## src/rtl/chromite_trace_pkg.sv

```systemverilog
// ---------------------------------------------------------------------------
// chromite_trace_pkg
// Shared definitions for the stage0 trace monitor: default parameter values,
// bit positions inside the event-kind mask, and the monitor FSM encoding.
// No ports (package).
// ---------------------------------------------------------------------------
package chromite_trace_pkg;

  // Default sizing of the monitor and its event queue
  localparam int unsigned DEFAULT_XLEN  = 64;
  localparam int unsigned DEFAULT_DEPTH = 8;
  localparam int unsigned DEFAULT_SEQW  = 16;

  // Event-kind mask layout: {sfence, fence, w_epoch, e_epoch, flush}
  localparam int unsigned KIND_W      = 5;
  localparam int unsigned KIND_FLUSH  = 0;
  localparam int unsigned KIND_EEPOCH = 1;
  localparam int unsigned KIND_WEPOCH = 2;
  localparam int unsigned KIND_FENCE  = 3;
  localparam int unsigned KIND_SFENCE = 4;

  // Width of the saturating drop counter
  localparam int unsigned DROP_W = 16;

  // Monitor FSM states; the encoding is visible on the mon_state port
  typedef enum logic [1:0] {
    MON_IDLE  = 2'd0,
    MON_ARM   = 2'd1,
    MON_RUN   = 2'd2,
    MON_DRAIN = 2'd3
  } mon_state_e;

endpackage

```

## src/rtl/trace_fifo.sv

```systemverilog
// ---------------------------------------------------------------------------
// trace_fifo
// Synchronous FIFO holding packed trace events. A push into a full FIFO is
// only accepted when a pop happens in the same cycle; a pop from an empty
// FIFO is ignored, so there is no write-to-read bypass.
//
// Ports:
//   clk, rst_n      clock, asynchronous active-low reset
//   i_push, i_data  write request and payload
//   i_pop           read request (advances the head)
//   o_data          head payload (raw storage, meaningful while !o_empty)
//   o_full, o_empty occupancy flags for the current cycle
//   o_level         current occupancy, 0..DEPTH
//   o_empty_next    FIFO will be empty after this cycle's push/pop
// ---------------------------------------------------------------------------
module trace_fifo #(
  parameter  int unsigned WIDTH = 8,
  parameter  int unsigned DEPTH = 8,
  localparam int unsigned AW    = $clog2(DEPTH),
  localparam int unsigned LW    = AW + 1
) (
  input  logic             clk,
  input  logic             rst_n,
  input  logic             i_push,
  input  logic [WIDTH-1:0] i_data,
  input  logic             i_pop,
  output logic [WIDTH-1:0] o_data,
  output logic             o_full,
  output logic             o_empty,
  output logic [LW-1:0]    o_level,
  output logic             o_empty_next
);

  logic [WIDTH-1:0] r_mem [DEPTH];
  logic [AW-1:0]    r_wr_ptr;
  logic [AW-1:0]    r_rd_ptr;
  logic [LW-1:0]    r_level;

  logic             w_push_ok;
  logic             w_pop_ok;
  logic [LW-1:0]    w_level_next;

  assign o_full  = (r_level == LW'(DEPTH));
  assign o_empty = (r_level == '0);
  assign o_level = r_level;
  assign o_data  = r_mem[r_rd_ptr];

  // A full FIFO still takes a push when the head leaves in the same cycle
  assign w_pop_ok  = i_pop && !o_empty;
  assign w_push_ok = i_push && (!o_full || w_pop_ok);

  // Occupancy after this cycle's accepted push/pop
  always_comb begin
    w_level_next = r_level;
    case ({w_push_ok, w_pop_ok})
      2'b10:   w_level_next = r_level + LW'(1);
      2'b01:   w_level_next = r_level - LW'(1);
      default: w_level_next = r_level;
    endcase
  end

  assign o_empty_next = (w_level_next == '0);

  // Storage array is not reset; the pointers and level define what is valid
  always_ff @(posedge clk) begin
    if (w_push_ok) begin
      r_mem[r_wr_ptr] <= i_data;
    end
  end

  // Pointers wrap naturally because DEPTH is a power of two
  always_ff @(posedge clk or negedge rst_n) begin
    if (!rst_n) begin
      r_wr_ptr <= '0;
      r_rd_ptr <= '0;
      r_level  <= '0;
    end else begin
      if (w_push_ok) r_wr_ptr <= r_wr_ptr + AW'(1);
      if (w_pop_ok)  r_rd_ptr <= r_rd_ptr + AW'(1);
      r_level <= w_level_next;
    end
  end

endmodule

```

## src/rtl/stage0_trace_monitor.sv

```systemverilog
// ---------------------------------------------------------------------------
// stage0_trace_monitor
// Watches stage0 control samples and queues a trace event whenever a flush,
// an epoch change or a rising fence/sfence is seen while the monitor runs.
// Coincident conditions merge into one event. Events carry the PC, the next
// PC, a kind mask and a sequence number; overflowing events are counted.
//
// Ports:
//   clk, rst_n                 clock, asynchronous active-low reset
//   mon_en                     monitor enable
//   pc, pc_d_in, pc_en         current PC, next-PC data, PC write enable
//   flush, e_epoch, w_epoch,
//   fence, sfence              stage0 control samples
//   evt_ready                  consumer accepts the head event
//   evt_valid                  an event is queued
//   evt_kind/pc/target/seq     head event fields (zero while empty)
//   fifo_level                 queued event count
//   drop_cnt                   saturating count of dropped events
//   mon_state                  IDLE=0, ARM=1, RUN=2, DRAIN=3
// ---------------------------------------------------------------------------
module stage0_trace_monitor
  import chromite_trace_pkg::*;
#(
  parameter  int unsigned XLEN  = DEFAULT_XLEN,
  parameter  int unsigned DEPTH = DEFAULT_DEPTH,
  parameter  int unsigned SEQW  = DEFAULT_SEQW,
  localparam int unsigned LW    = $clog2(DEPTH) + 1
) (
  input  logic              clk,
  input  logic              rst_n,
  input  logic              mon_en,
  input  logic [XLEN-1:0]   pc,
  input  logic [XLEN-1:0]   pc_d_in,
  input  logic              pc_en,
  input  logic              flush,
  input  logic              e_epoch,
  input  logic              w_epoch,
  input  logic              fence,
  input  logic              sfence,
  input  logic              evt_ready,
  output logic              evt_valid,
  output logic [KIND_W-1:0] evt_kind,
  output logic [XLEN-1:0]   evt_pc,
  output logic [XLEN-1:0]   evt_target,
  output logic [SEQW-1:0]   evt_seq,
  output logic [LW-1:0]     fifo_level,
  output logic [DROP_W-1:0] drop_cnt,
  output logic [1:0]        mon_state
);

  // Packed event layout, LSB first: kind, pc, target, seq
  localparam int unsigned PW      = KIND_W + 2 * XLEN + SEQW;
  localparam int unsigned PC_LSB  = KIND_W;
  localparam int unsigned TGT_LSB = KIND_W + XLEN;
  localparam int unsigned SEQ_LSB = KIND_W + 2 * XLEN;

  mon_state_e        r_state;
  mon_state_e        w_state_next;
  logic              r_prev_e_epoch;
  logic              r_prev_w_epoch;
  logic              r_prev_fence;
  logic              r_prev_sfence;
  logic [SEQW-1:0]   r_seq;
  logic [DROP_W-1:0] r_drop_cnt;

  logic [KIND_W-1:0] w_kind;
  logic              w_detect;
  logic              w_pop;
  logic              w_drop;
  logic [XLEN-1:0]   w_target;
  logic [PW-1:0]     w_push_data;
  logic [PW-1:0]     w_head;
  logic              w_full;
  logic              w_empty;
  logic              w_empty_next;

  // Edge/change detection against the previous-cycle samples, RUN only
  always_comb begin
    w_kind = '0;
    if (r_state == MON_RUN) begin
      w_kind[KIND_FLUSH]  = flush;
      w_kind[KIND_EEPOCH] = (e_epoch != r_prev_e_epoch);
      w_kind[KIND_WEPOCH] = (w_epoch != r_prev_w_epoch);
      w_kind[KIND_FENCE]  = fence  && !r_prev_fence;
      w_kind[KIND_SFENCE] = sfence && !r_prev_sfence;
    end
  end

  assign w_detect    = |w_kind;
  assign w_target    = pc_en ? pc_d_in : pc;
  assign w_push_data = {r_seq, w_target, pc, w_kind};

  // The head can only leave when it is visible, so an empty FIFO never
  // forwards a same-cycle push to the consumer
  assign w_pop  = !w_empty && evt_ready;
  assign w_drop = w_detect && w_full && !w_pop;

  trace_fifo #(
    .WIDTH (PW),
    .DEPTH (DEPTH)
  ) u_trace_fifo (
    .clk          (clk),
    .rst_n        (rst_n),
    .i_push       (w_detect),
    .i_data       (w_push_data),
    .i_pop        (w_pop),
    .o_data       (w_head),
    .o_full       (w_full),
    .o_empty      (w_empty),
    .o_level      (fifo_level),
    .o_empty_next (w_empty_next)
  );

  // Head fields are forced to zero whenever nothing is queued
  assign evt_valid  = !w_empty;
  assign evt_kind   = w_empty ? '0 : w_head[KIND_W-1:0];
  assign evt_pc     = w_empty ? '0 : w_head[PC_LSB +: XLEN];
  assign evt_target = w_empty ? '0 : w_head[TGT_LSB +: XLEN];
  assign evt_seq    = w_empty ? '0 : w_head[SEQ_LSB +: SEQW];
  assign drop_cnt   = r_drop_cnt;
  assign mon_state  = r_state;

  // Next-state logic; leaving RUN/DRAIN looks at occupancy after this
  // cycle's push and pop so the last event is never stranded
  always_comb begin
    w_state_next = r_state;
    case (r_state)
      MON_IDLE:  if (mon_en) w_state_next = MON_ARM;
      MON_ARM:   w_state_next = MON_RUN;
      MON_RUN:   if (!mon_en) w_state_next = w_empty_next ? MON_IDLE : MON_DRAIN;
      MON_DRAIN: if (w_empty_next) w_state_next = MON_IDLE;
      default:   w_state_next = MON_IDLE;
    endcase
  end

  // State register
  always_ff @(posedge clk or negedge rst_n) begin
    if (!rst_n) begin
      r_state <= MON_IDLE;
    end else begin
      r_state <= w_state_next;
    end
  end

  // Previous samples track the inputs while armed or running, so the first
  // RUN cycle compares against the ARM-cycle values
  always_ff @(posedge clk or negedge rst_n) begin
    if (!rst_n) begin
      r_prev_e_epoch <= 1'b0;
      r_prev_w_epoch <= 1'b0;
      r_prev_fence   <= 1'b0;
      r_prev_sfence  <= 1'b0;
    end else if (r_state == MON_ARM || r_state == MON_RUN) begin
      r_prev_e_epoch <= e_epoch;
      r_prev_w_epoch <= w_epoch;
      r_prev_fence   <= fence;
      r_prev_sfence  <= sfence;
    end
  end

  // Sequence numbers advance on every detection, dropped or not, so gaps
  // in the consumer's stream reveal lost events
  always_ff @(posedge clk or negedge rst_n) begin
    if (!rst_n) begin
      r_seq      <= '0;
      r_drop_cnt <= '0;
    end else begin
      if (w_detect) r_seq <= r_seq + SEQW'(1);
      if (w_drop && (r_drop_cnt != '1)) r_drop_cnt <= r_drop_cnt + DROP_W'(1);
    end
  end

endmodule

```

## config.mk

```make
export PLATFORM = sky130hd
export DESIGN_NAME = stage0_trace_monitor
export DESIGN_NICKNAME = d
export VERILOG_FILES = /design/src/rtl/chromite_trace_pkg.sv /design/src/rtl/trace_fifo.sv /design/src/rtl/stage0_trace_monitor.sv
export SDC_FILE = /design/constraint.sdc
export NUM_CORES = 1
export LEC_CHECK = 0
export CORE_MARGIN = 1.5
export CORE_UTILIZATION = 59
export DETAILED_ROUTE_END_ITERATION = 8
export GPL_ROUTABILITY_DRIVEN = 0
export HOLD_SLACK_MARGIN = 0.06
export PLACE_DENSITY = 0.84
export SYNTH_ARGS = -nofsm -noshare
export SYNTH_HDL_FRONTEND = slang
export SYNTH_SLANG_ARGS = --single-unit
```

## constraint.sdc

```tcl
create_clock -name clk -period 19.18 [get_ports clk]
set_input_delay 3.836 -clock clk [delete_from_list [all_inputs] [get_ports clk]]
set_output_delay 3.836 -clock clk [all_outputs]
set_load 0.01 [all_outputs]
```

==> flow_summary.toml, run 1 <==
[routing]
drt_iter0_drc = 2805
ant_nets = 0
drt_first_pass_iters = 7
wire_per_inst_um = 28.7
drt_wl_total_um = 107000
vias = 23700
vias_per_cell = 6.36
drc = 0

[run_status]
status = "finished clean"

[hold_path]
hold_depth = 1
min_to = "r_prev_sfence"
hold_start = "r_prev_sfence"
hold_class = "flip-flop to flip-flop"

[clocking]
htree_num_levels = 3
ctsResizeCount = 0
clkLatencyLatePin_ns = 0.69
cts-root-buf = "clkbuf_16"
path_clk_slew_ns = 0.06
post_cts_buffers = 0
cts_tree = "yes"
cts.sinks = 1240
cts_buffer_depth = 3
cts_buffers = 116
ctsHoldBuffers = 0

[global_routing]
grt_util_met1_pct = 36.0
track_usage_pct = 25.9
busiest_layer = "met2"
grt_util_met3_pct = 3.98
grt_start_max_net_pins = 153
use_met2_pct = 42.7
gr-total-overflow = 0
grt_pass1_vias = 25200
antenna_found_initial = 3
grt_pass1_wl_um = 158000

[cells_and_area]
regArea_um2 = 37000
instances_no_fill = 3721
area_delta_synth_final_pct = 17.0
multi_input_area_um2 = 10900
drive_gt1_share_pct = 22.7
fin_nets = 2710
fillers = 4622
fin_area_um2 = 56500

[timing]
hold_viol_final = 0
rsz0062_at_grt = "no"
finClkSkew_ns = 0.0261
tightestPinTransition_ns = 1.20
fin_crit_sh_pct = 47.2
fin_ws_ns = 10.13
maxSlewViolCount = 0
setup_viol = 0
fin_tns_setup_ns = 0
timing.slew.headroom_pct = 19.8
finalCriticalPeriod_ns = 9.05
max_freq_mhz = 110

[worst_setup_path]
reg2reg_to = "u_trace_fifo.r_mem[2][58]"
critical_path.cell_chain = "buf_4 > buf_4 > mux4_2 > mux2i_1 > nor2_1 > clkdlybuf4s50_1"
start_kind = "flip-flop"
reg2regPathDepth = 8
crit_slowest_cell = "dfrtp_4"
cp-end-kind = "primary output"
rrSetupSlack_ns = 14.11
crit-reg2reg-launch = "mon_state[0]"
crit_family = "buffers and inverters"
cp_common_cell = "buf_4"
crit_fanout = 75
critPathKind = "flip-flop to primary output"
cp.required_ns = 15.34
cp.buffers_inverters = 3
critPathMaxStageDelay_ns = 1.16
cp.arrival_ns = 5.21

[synthesis]
synth_cells = 2210
synth_nets = 2359
ys.flop_type = "edfxtp_1"
netlist_area_um2 = 48300
synth_warnings = 0
async_reset_ff_share_pct = 3.87
synth-edff-count = 1192
yosysSeqAreaShare_pct = 76.6
synthDistinctLibCells = 47
ys_ff_latch = 1240
synth_area_per_cell_um2 = 21.9

[pwr]
leakage_nw = 18.6
power_density_nw_per_um2 = 155
peakVddDrop_uv = 211

[floorplanning]
pin_count = 310
dieArea_um2 = 83600
num_rows = 104
die_w_um = 289
fp.dieH_um = 289
start_util_pct = 59.8
core_area_um2 = 80800

[place]
port_buffers = 309
place_ws_ns = 10.37
placed_area_um2 = 52700
post-dp-hpwl_um = 55800
dpl.cell_count = 3503

[run]
cap_viol_max_count = 0
[Yosys cell counts, types with 2 or more instances]
library cell  number  area, um^2
a211oi_2           2        25.0
a21o_1             2        15.0
a21oi_1            7        35.0
a31oi_1            2        12.5
and2_1             7        43.8
and3_1             6        37.5
and4_1             6        52.6
buf_1             36         135
buf_2             15        75.1
clkbuf_1          60         225
dfrtp_1           48        1200
edfxtp_1        1192       35800
ha_1              10         125
inv_1             11        41.3
mux2_2            70         788
mux2i_1          150        1500
mux4_2           298        6710
nand2_1           30         113
nand3_1           16        80.1
nand4_1            7        43.8
nor2_1           161         604
nor3_1             4        20.0
nor3b_1            2        15.0
nor4_1             2        12.5
nor4b_1            2        17.5
o211ai_1           4        30.0
o221ai_1           2        17.5
or2_2              2        12.5
xnor2_1           29         254
xor2_1            10        87.6
[how the worst max path moves through the flow]
stage	from	end	slack, ns	depth (start not counted)
2_1_floorplan	e_epoch	u_trace_fifo.r_mem[6][0]	2.90	6
4_1_cts	u_trace_fifo.r_rd_ptr[1]	evt_target[46]	10.09	6
3_5_place_dp	e_epoch	u_trace_fifo.r_mem[2][48]	10.37	8
3_3_place_gp	e_epoch	u_trace_fifo.r_mem[2][54]	10.47	8
5_1_grt	u_trace_fifo.r_rd_ptr[1]	evt_target[46]	9.97	6
6_report	u_trace_fifo.r_rd_ptr[1]	evt_target[46]	10.13	6
[logic make-up after synthesis]
kind of cell / share of synthesized area (%)
flops: 76.6
mux: 18.6
simple gates: 2.29
buf+inv: 0.987
xor+xnor: 0.707
compound gates: 0.472
fa+ha+maj: 0.301
[report_power, final]
part / leakage [nW] / internal [mW] / total, mW / switching (mW)
logic: 5.31 / 1.44 / 2.92 / 1.48
clock network: 1.87 / 1.32 / 2.31 / 0.990
registers: 11.4 / 3.34 / 3.54 / 0.201
[routing by layer]
metal	share of wire, %	vias to the layer above	wire [um]
li1	-	9823	-
met1	39	12600	42100
met3	7.1	176	7610
met2	51	1107	54200
met4	2.8	0	2960
met5	0	-	0
[final cells by class]
class,instances,share of cell area (%)
clock inverters,76,1.44
diodes,4,0.0177
multi-input cells,848,19.3
clock buffers,138,5.36
well taps,1060,2.35
repair buffers,344,5.99
flip-flops and latches,1240,65.5
inverters,11,0.0731
[layout by cell type (no fill, tap or decap), types with 4 or more instances in the layout]
| master | instances |
|---|---|
| nor2_1 | 160 |
| nand2_1 | 30 |
| clkbuf_1 | 19 |
| inv_1 | 11 |
| edfxtp_1 | 1192 |
| ha_1 | 10 |
| clkinv_2 | 25 |
| xnor2_1 | 29 |
| nand3_1 | 16 |
| clkbuf_16 | 117 |
| bufinv_16 | 14 |
| mux2_2 | 70 |
| clkinv_1 | 20 |
| nand4_1 | 7 |
| o211ai_1 | 4 |
| buf_4 | 33 |
| clkinvlp_4 | 7 |
| and3_1 | 6 |
| mux2i_1 | 150 |
| and4_1 | 6 |
| and2_1 | 7 |
| a21oi_1 | 7 |
| clkdlybuf4s50_1 | 307 |
| mux4_2 | 298 |
| dfrtp_1 | 45 |
| diode_2 | 4 |
| xor2_1 | 10 |
[sequential cells by signal, indices dropped and copies added, names as in the netlist]
name,count
r_prev_fence,1
drop_cnt,16
u_trace_fifo.r_wr_ptr,3
u_trace_fifo.r_rd_ptr,3
u_trace_fifo.o_level,4
r_prev_w_epoch,1
r_seq,16
r_prev_e_epoch,1
mon_state,2
r_prev_sfence,1
u_trace_fifo.r_mem,1192
[per-stage QoR]
step	total power [mW]	hold WS (ns)	util (%)
3_5_place_dp	6.51	0.486	65.2
5_1_grt	9.12	0.513	69.9
2_1_floorplan	5.33	0.473	-
3_3_place_gp	6.44	0.480	65.2
4_1_cts	8.85	0.498	69.9
6_report	8.77	0.504	69.9
Note: power is estimated with default switching activity, not from simulation.
==> inputs of run 2 (changes only) <==
--- a/config.mk
+++ b/config.mk
@@ -6,11 +6,11 @@
 export NUM_CORES = 1
 export LEC_CHECK = 0
 export CORE_MARGIN = 1.5
-export CORE_UTILIZATION = 59
+export CORE_UTILIZATION = 53
 export DETAILED_ROUTE_END_ITERATION = 8
 export GPL_ROUTABILITY_DRIVEN = 0
 export HOLD_SLACK_MARGIN = 0.06
-export PLACE_DENSITY = 0.84
+export PLACE_DENSITY = 0.8
 export SYNTH_ARGS = -nofsm -noshare
 export SYNTH_HDL_FRONTEND = slang
 export SYNTH_SLANG_ARGS = --single-unit
==> constraint.sdc (replaced) <==
create_clock -name clk -period 7.9 [get_ports clk]
set_input_delay 1.58 -clock clk [delete_from_list [all_inputs] [get_ports clk]]
set_output_delay 1.58 -clock clk [all_outputs]
set_load 0.01 [all_outputs]
==> flow_summary.toml, run 2 (same netlist as run 1, synthesis figures left out) <==
[routing]
drt_iter0_drc = 2152
vias_per_cell = 6.07
drc = 0
vias = 23300
drt_first_pass_iters = 7
wire_per_inst_um = 27.6
ant_nets = 0
drt_wl_total_um = 106000

[worst_setup_path]
start_kind = "flip-flop"
reg2regPathDepth = 12
cp-end-kind = "primary output"
cp.arrival_ns = 4.08
cp.required_ns = 6.32
crit_family = "buffers and inverters"
cp.buffers_inverters = 2
crit_slowest_cell = "dfrtp_4"
rrSetupSlack_ns = 3.96
critPathKind = "flip-flop to primary output"
crit_fanout = 43
critical_path.cell_chain = "buf_4 > mux4_2 > mux2i_1 > nor2_1 > clkdlybuf4s50_1"
crit-reg2reg-launch = "u_trace_fifo.o_level[0]"
path_depth = 5
reg2reg_to = "mon_state[0]"
critPathMaxStageDelay_ns = 1.03

[cells_and_area]
fin_nets = 2711
instances_no_fill = 3835
drive_gt1_share_pct = 22.0
largest_reg_flops = 1192
fin_area_um2 = 56500
final_common_cell = "edfxtp_1"
area_delta_synth_final_pct = 17.0
top_register = "u_trace_fifo.r_mem"
final_cell_mix = "edfxtp_1, clkdlybuf4s50_1, mux4_2, nor2_1, mux2i_1"

[global_routing]
grt_pass1_wl_um = 160000
grt_start_max_net_pins = 158
antenna_found_initial = 5
grt_pass1_vias = 24700
gr-total-overflow = 0
track_usage_pct = 23.1

[clocking]
cts.sinks = 1240
path_clk_slew_ns = 0.06
cts_tree = "yes"
cts-root-buf = "clkbuf_16"
ctsHoldBuffers = 0
cts_buffers = 116
htree_num_levels = 3
cts_buffer_depth = 3
post_cts_buffers = 0
clkLatencyLatePin_ns = 0.69
ctsResizeCount = 0

[pwr]
power_density_nw_per_um2 = 372
peakVddDrop_uv = 299
power_mw = 21.0
leakage_nw = 18.5

[floorplanning]
dieArea_um2 = 92900
start_util_pct = 53.6
num_rows = 110
core_area_um2 = 90100
die_w_um = 305
pin_count = 310
fp.dieH_um = 305

[place]
post-dp-hpwl_um = 57900
place_ws_ns = 2.65
placed_area_um2 = 53000
dpl.cell_count = 3620
port_buffers = 309

[timing]
fin_crit_sh_pct = 71.7
rsz0062_at_grt = "no"
fin_ws_ns = 2.24
hold_viol_final = 0
max_freq_mhz = 177
tightestPinTransition_ns = 1.11
finalCriticalPeriod_ns = 5.66
timing.slew.headroom_pct = 25.7
maxSlewViolCount = 0
setup_viol = 0
finClkSkew_ns = 0.0458

[hold_path]
min_to = "drop_cnt[9]"
hold_depth = 1
hold_class = "flip-flop to flip-flop"
hold_start = "drop_cnt[9]"

[run_status]
status = "finished clean"

[run]
cap_viol_max_count = 0
[run 2: cell count changes in the layout (fill, tap and decap cells not counted), sizes merged]
cell,before,now
bufinv,14,5
clkinv,50,58
clkbuf,138,141
inv,16,13
buf,37,38
clkinvlp,7,6
diode,4,3
[run 2: layout make-up]
cell class	count	area (um^2)
tap	1176	1470
sequential	1240	37000
fill	5720	33600
antenna	3	7.51
timing repair buffer	345	3510
clock inverter	71	546
inverter	11	41.3
clock buffer	141	3020
multi-input combinational	848	10900
[run 2: power breakdown]
part           switching, mW  internal [mW]  leakage, nW
Combinational           3.67           3.53         5.36
Clock                   2.36           2.88         1.73
Sequential             0.456           8.10         11.4
Total                   6.49           14.5         18.5
[run 2: how the worst max path moves through the flow]
stage | from | end | slack, ns
after floorplan | e_epoch | u_trace_fifo.r_mem[2][0] | -3.46
after global placement | e_epoch | u_trace_fifo.r_mem[2][118] | 2.72
after detailed placement | e_epoch | u_trace_fifo.r_mem[2][54] | 2.65
after CTS | u_trace_fifo.r_rd_ptr[0] | evt_pc[2] | 2.09
after global routing | u_trace_fifo.r_rd_ptr[0] | evt_target[23] | 1.96
final | u_trace_fifo.r_rd_ptr[0] | evt_target[24] | 2.24
[run 2: metal layers]
layer	global-route usage, %	routed length [um]	part of all wire, %	vias to the layer above
met5	0	11	0.010	-
met4	7.85	3100	2.9	2
met3	3.12	6020	5.7	166
met2	39.2	55300	52	925
met1	31.1	41500	39	12400
li1	-	-	-	9828
[run 2: metrics by stage]
stage / TNS (ns) / hold WS [ns] / util [%]
floorplan: -2019.15 / 0.473 / -
global placement: 0 / 0.484 / 58.7
detailed placement: 0 / 0.486 / 58.7
CTS: 0 / 0.502 / 62.7
global route: 0 / 0.527 / 62.7
finish: 0 / 0.509 / 62.7
